===== src/rtl/bus_responder.sv =====
// Target-side responder for the 65C02 bus: zero-wait internal RAM, one I/O page
// bridged to a req/ack peripheral port with a timeout guard, open bus elsewhere.
module bus_responder #(
  parameter int          RAM_AW  = 9,
  parameter logic [7:0]  IO_PAGE = 8'hD0,
  parameter int          TIMEOUT = 16
) (
  input  logic        clk,
  input  logic        reset_n,
  input  logic [15:0] AB,
  input  logic        WE,
  input  logic [7:0]  DO,
  output logic [7:0]  DI,
  output logic        RDY,
  output logic        io_req,
  output logic        io_we,
  output logic [7:0]  io_addr,
  output logic [7:0]  io_wdata,
  input  logic [7:0]  io_rdata,
  input  logic        io_ack,
  output logic        io_err,
  input  logic        io_err_clr
);

  typedef enum logic [0:0] {
    IDLE    = 1'b0,
    IO_WAIT = 1'b1
  } state_t;

  localparam logic [7:0] LAST_COUNT = 8'(TIMEOUT - 1);

  state_t      state_r;
  logic [7:0]  count_r;
  logic [7:0]  ram_r [2**RAM_AW];
  logic [7:0]  ram_rd_s;
  logic        accept_s;
  logic        ram_hit_s;
  logic        io_hit_s;

  // RAM wins over the I/O page when the two ranges overlap.
  assign ram_hit_s = ((AB >> RAM_AW) == 16'd0);
  assign io_hit_s  = !ram_hit_s && (AB[15:8] == IO_PAGE);
  assign accept_s  = (state_r == IDLE) && RDY;
  assign ram_rd_s  = ram_r[AB[RAM_AW-1:0]];

  // RAM write port; contents are deliberately left out of reset.
  always_ff @(posedge clk) begin
    if (reset_n && accept_s && ram_hit_s && WE) begin
      ram_r[AB[RAM_AW-1:0]] <= DO;
    end
  end

  // Access decode, peripheral handshake, timeout and sticky error flag.
  always_ff @(posedge clk) begin
    if (!reset_n) begin
      state_r  <= IDLE;
      count_r  <= 8'd0;
      DI       <= 8'h00;
      RDY      <= 1'b1;
      io_req   <= 1'b0;
      io_we    <= 1'b0;
      io_addr  <= 8'h00;
      io_wdata <= 8'h00;
      io_err   <= 1'b0;
    end else begin
      if (io_err_clr) begin
        io_err <= 1'b0;
      end
      case (state_r)
        IDLE: begin
          if (RDY) begin
            if (ram_hit_s) begin
              if (!WE) begin
                DI <= ram_rd_s;
              end
            end else if (io_hit_s) begin
              state_r  <= IO_WAIT;
              RDY      <= 1'b0;
              io_req   <= 1'b1;
              io_we    <= WE;
              io_addr  <= AB[7:0];
              io_wdata <= DO;
              count_r  <= 8'd0;
            end else if (!WE) begin
              DI <= 8'hFF;
            end
          end
        end
        IO_WAIT: begin
          // AB/WE are held by the stalled CPU, so the captured io_we still
          // tells us whether the access is a read.
          if (io_ack) begin
            state_r <= IDLE;
            RDY     <= 1'b1;
            io_req  <= 1'b0;
            io_we   <= 1'b0;
            if (!io_we) begin
              DI <= io_rdata;
            end
          end else if (count_r == LAST_COUNT) begin
            state_r <= IDLE;
            RDY     <= 1'b1;
            io_req  <= 1'b0;
            io_we   <= 1'b0;
            io_err  <= 1'b1;
            if (!io_we) begin
              DI <= 8'hFF;
            end
          end else begin
            count_r <= count_r + 8'd1;
          end
        end
        default: begin
          state_r <= IDLE;
          RDY     <= 1'b1;
          io_req  <= 1'b0;
          io_we   <= 1'b0;
        end
      endcase
    end
  end

endmodule


===== config.mk =====
export PLATFORM = sky130hd
export DESIGN_NAME = bus_responder
export DESIGN_NICKNAME = d
export VERILOG_FILES = /design/src/rtl/bus_responder.sv
export SDC_FILE = /design/constraint.sdc
export NUM_CORES = 2
export LEC_CHECK = 0
export BUFFER_PORTS_ARGS = -buffer_cell sky130_fd_sc_hd__buf_4
export CORE_MARGIN = 4
export CORE_UTILIZATION = 55
export CTS_BUF_LIST = sky130_fd_sc_hd__clkbuf_8
export DETAILED_ROUTE_END_ITERATION = 10
export PLACE_DENSITY = 0.76
export SYNTH_ARGS = -nofsm -noshare
export SYNTH_HDL_FRONTEND = slang
export SYNTH_SLANG_ARGS = --single-unit

===== constraint.sdc =====
create_clock -name clk -period 4.05 [get_ports clk]
set_clock_uncertainty 0.2 [all_clocks]
set_input_delay 0 -clock clk [delete_from_list [all_inputs] [get_ports clk]]
set_output_delay 0 -clock clk [all_outputs]
set_load 0.02 [all_outputs]

==> impl_results.md <==
* Post-Syn Area per Cell at 21.07 sq um
* CTS tree: built
* Vias/cell at 6.758
* Layout fillers at 18,659
* Largest net degree at the start of global routing at 130
* First-pass GRT wire length at 646,600 microns
* Kind of critical path: primary input to register
* Number of warnings issued by yosys at 0
* Root buf cell: clkbuf_8
* Unrepaired setup endpoints after global routing: false
* Seq/Total Area, Yosys at 0.7726
* Maximum buffer depth of the clock tree at 4
* Final Critical Period at 4136 ps
* Worst R2R Start: ram_r[506][5]$_DFFE_PP_
* Mapped Area at 160,200 sq um
* WL final at 458,700 microns
* Pins Over Slew Limit at 0
* Initial core utilization at 0.5544
* Worst Hold Endpoint: DI[0]$_SDFFE_PN0P_
* Period utilization at 1.021
* Total GRT Usage at 0.3026
* Hold Path Cell Cnt at 5
* Vias in the first global route at 87,239
* DRC at 0
* Violated checks: negative setup slack
* Final Power at 0.08309 W
* Number of flops mapped to enable cells by yosys at 4,096
* Die X at 547.6 microns
* PD cells at 454.4 nW/um^2
* Wire per inst at 35.07 microns
* Ys async rst share at 0
* Hold Crit Start: WE
* Layout Area Growth over Synthesis at 14.17%
* Post-DP HPWL at 285,000 microns
* Post-Syn Instances at 7,600
* Most frequent cells in the layout: 4,096 x edfxtp_1, 949 x mux4_2, 747 x buf_4
* Maxcap violations at 0
* Lkg Pwr at 59.17 nW
* Ys flop type: edfxtp_1
* Maximum clock rate at 241.8 MHz
* Flops & latches, synth at 4,133
* Synth Net Count at 7,638
* H-tree depth at 6
* Worst Path Max Fanout at 23
* Worst setup margin at -86.43 ps
* Clk sinks at 4,133
* Worst slew pin tran at 1376 ps
* Share of layout cells above drive strength 1 at 0.2906
* Initial DRT Pass Iterations at 6
* Arrival @ worst endpoint at 4970 ps
* Final ANT Viol Nets at 0
* IR drop worst, VDD at 388.4 uV
* Synth cell types at 80
* Routed vias at 88,396
* Setup Slack @ Placement at -110.5 ps
* GPL Wtd Cong at 0.9367
* FF-to-FF End: DI[5]$_SDFFE_PN0P_
* Rel. slew slack at 0.07319
* IO buf count at 64
* Postcts setup bufs at 0
* Die ar. at 299,900 sq um
* Total CTS buffers at 622
* I/O pin total at 65
* Worst reg2reg path depth at 9
* # rows at 197
* Placeable core area at 288,900 sq um
* Clk_lat worst skew at 1110 ps
* Crit start category: primary input
* DRT iter0 DRCs at 16,188
* Final net count at 8,741
* Crit. End Element: register
* Worst Hold Class: primary input to register
* Die Y at 547.6 microns
* Most common cell after layout, fill and taps aside: edfxtp_1
* Worst-path clk slew at 60 ps
* Total grt overflow at 0
* Final setup fails at 2
* Antenna violations before repair at 24
* Status: finished with violations
* R2R setup slack at 190 ps
* Final Hold Viols at 0
* Required @ worst endpoint at 4880 ps
## timing repair
action / in CTS / in global routing
endpoints found under the hold margin: 4141 / 0
hold buffers: 81 / 0
endpoints found under the setup margin: 0 / 89
gates resized for setup: 0 / 7
## Yosys cell counts, drive strengths merged, types with 35 or more instances
master | number | area (sq um)
nor2 | 602 | 2260
nand3 | 89 | 445.4
o21ai | 63 | 315.3
edfxtp | 4096 | 123000
mux2i | 295 | 2953
clkbuf | 140 | 525.5
nand4 | 35 | 219.0
a22oi | 187 | 1404
dfxtp | 37 | 740.7
nand2 | 215 | 807.0
mux4 | 951 | 21430
buf | 324 | 1967
o22ai | 67 | 419.2
a21oi | 79 | 395.4
## worst max path at each step
stage | from | to | cells after the start
after floorplan | AB[13] | ram_r[374][0]$_DFFE_PP_ | 7
final | AB[7] | DI[6]$_SDFFE_PN0P_ | 12
after global routing | AB[15] | count_r[0]$_SDFFE_PN0P_ | 14
after detailed placement | AB[0] | DI[1]$_SDFFE_PN0P_ | 11
after global placement | AB[0] | DI[1]$_SDFFE_PN0P_ | 11
after CTS | AB[0] | DI[4]$_SDFFE_PN0P_ | 12
## metrics by stage
step	TNS, ps	hold slack (ps)	utilization	cell area (sq um)	cells
global placement	-107.2	81.32	0.5906	170600	11877
CTS	0	32.70	0.6326	182700	13054
floorplan	0	-101.1	-	160200	7600
detailed placement	-232.2	108.9	0.5906	170600	11877
finish	-106.0	118.4	0.6330	182900	13081
global route	0	99.43	0.6328	182800	13060
## report_power, final
| group | internal (W) | total, W | switching [W] |
|---|---|---|---|
| Sequential | 0.0470 | 0.0470 | 0.0000202 |
| Combinational | 0.00158 | 0.00458 | 0.00299 |
| Clock | 0.0155 | 0.0315 | 0.0160 |
| Total | 0.0640 | 0.0831 | 0.0191 |
## registers in the layout, indices dropped and copies added (netlist names)
signal    flops
DI            8
RDY           1
count_r       8
io_addr       8
io_err        1
io_req        1
io_wdata      8
io_we         1
ram_r      4096
state_r       1
## cells by family after synthesis
group                      count (synthesis)  synth area share
xor gates and xnor gates                   6         0.0003281
DFF                                     4133            0.7726
AOI/OAI and AO/OA                        611           0.02697
adders and majority gates                  1        0.00007811
and+or+nand+nor                         1098           0.02978
buffers and inverters                    472           0.01575
muxes                                   1279            0.1545
## worst max-delay path, cell delays in order
cell           delay [ps]
dlygate4sd3_1         540
buf_4                 360
dlygate4sd3_1         610
buf_4                 160
and3b_1               850
nand2_1               310
a21oi_1               750
a21oi_1               330
nand3_1               230
nor4_1                 80
o21ai_1               150
dlygate4sd3_1         580
## final cells by class
type	instances	area, sq um	area share
multi-input cells	2995	34180	0.1869
flip-flops and latches	4133	123700	0.6767
clock inverters	457	2387	0.01306
clock buffers	639	8795	0.04810
inverters	8	30.03	0.0001642
diodes	26	65.06	0.0003558
repair buffers	943	8810	0.04818
well taps	3880	4855	0.02655
## routing by layer
metal,part of all wire,up-vias,track usage
met4,0.067,8,0.1657
met2,0.45,7859,0.4428
met3,0.15,1413,0.09192
met5,0.00013,-,0
met1,0.34,45081,0.4125
li1,-,34035,-
(Power assumes the default switching activity.)
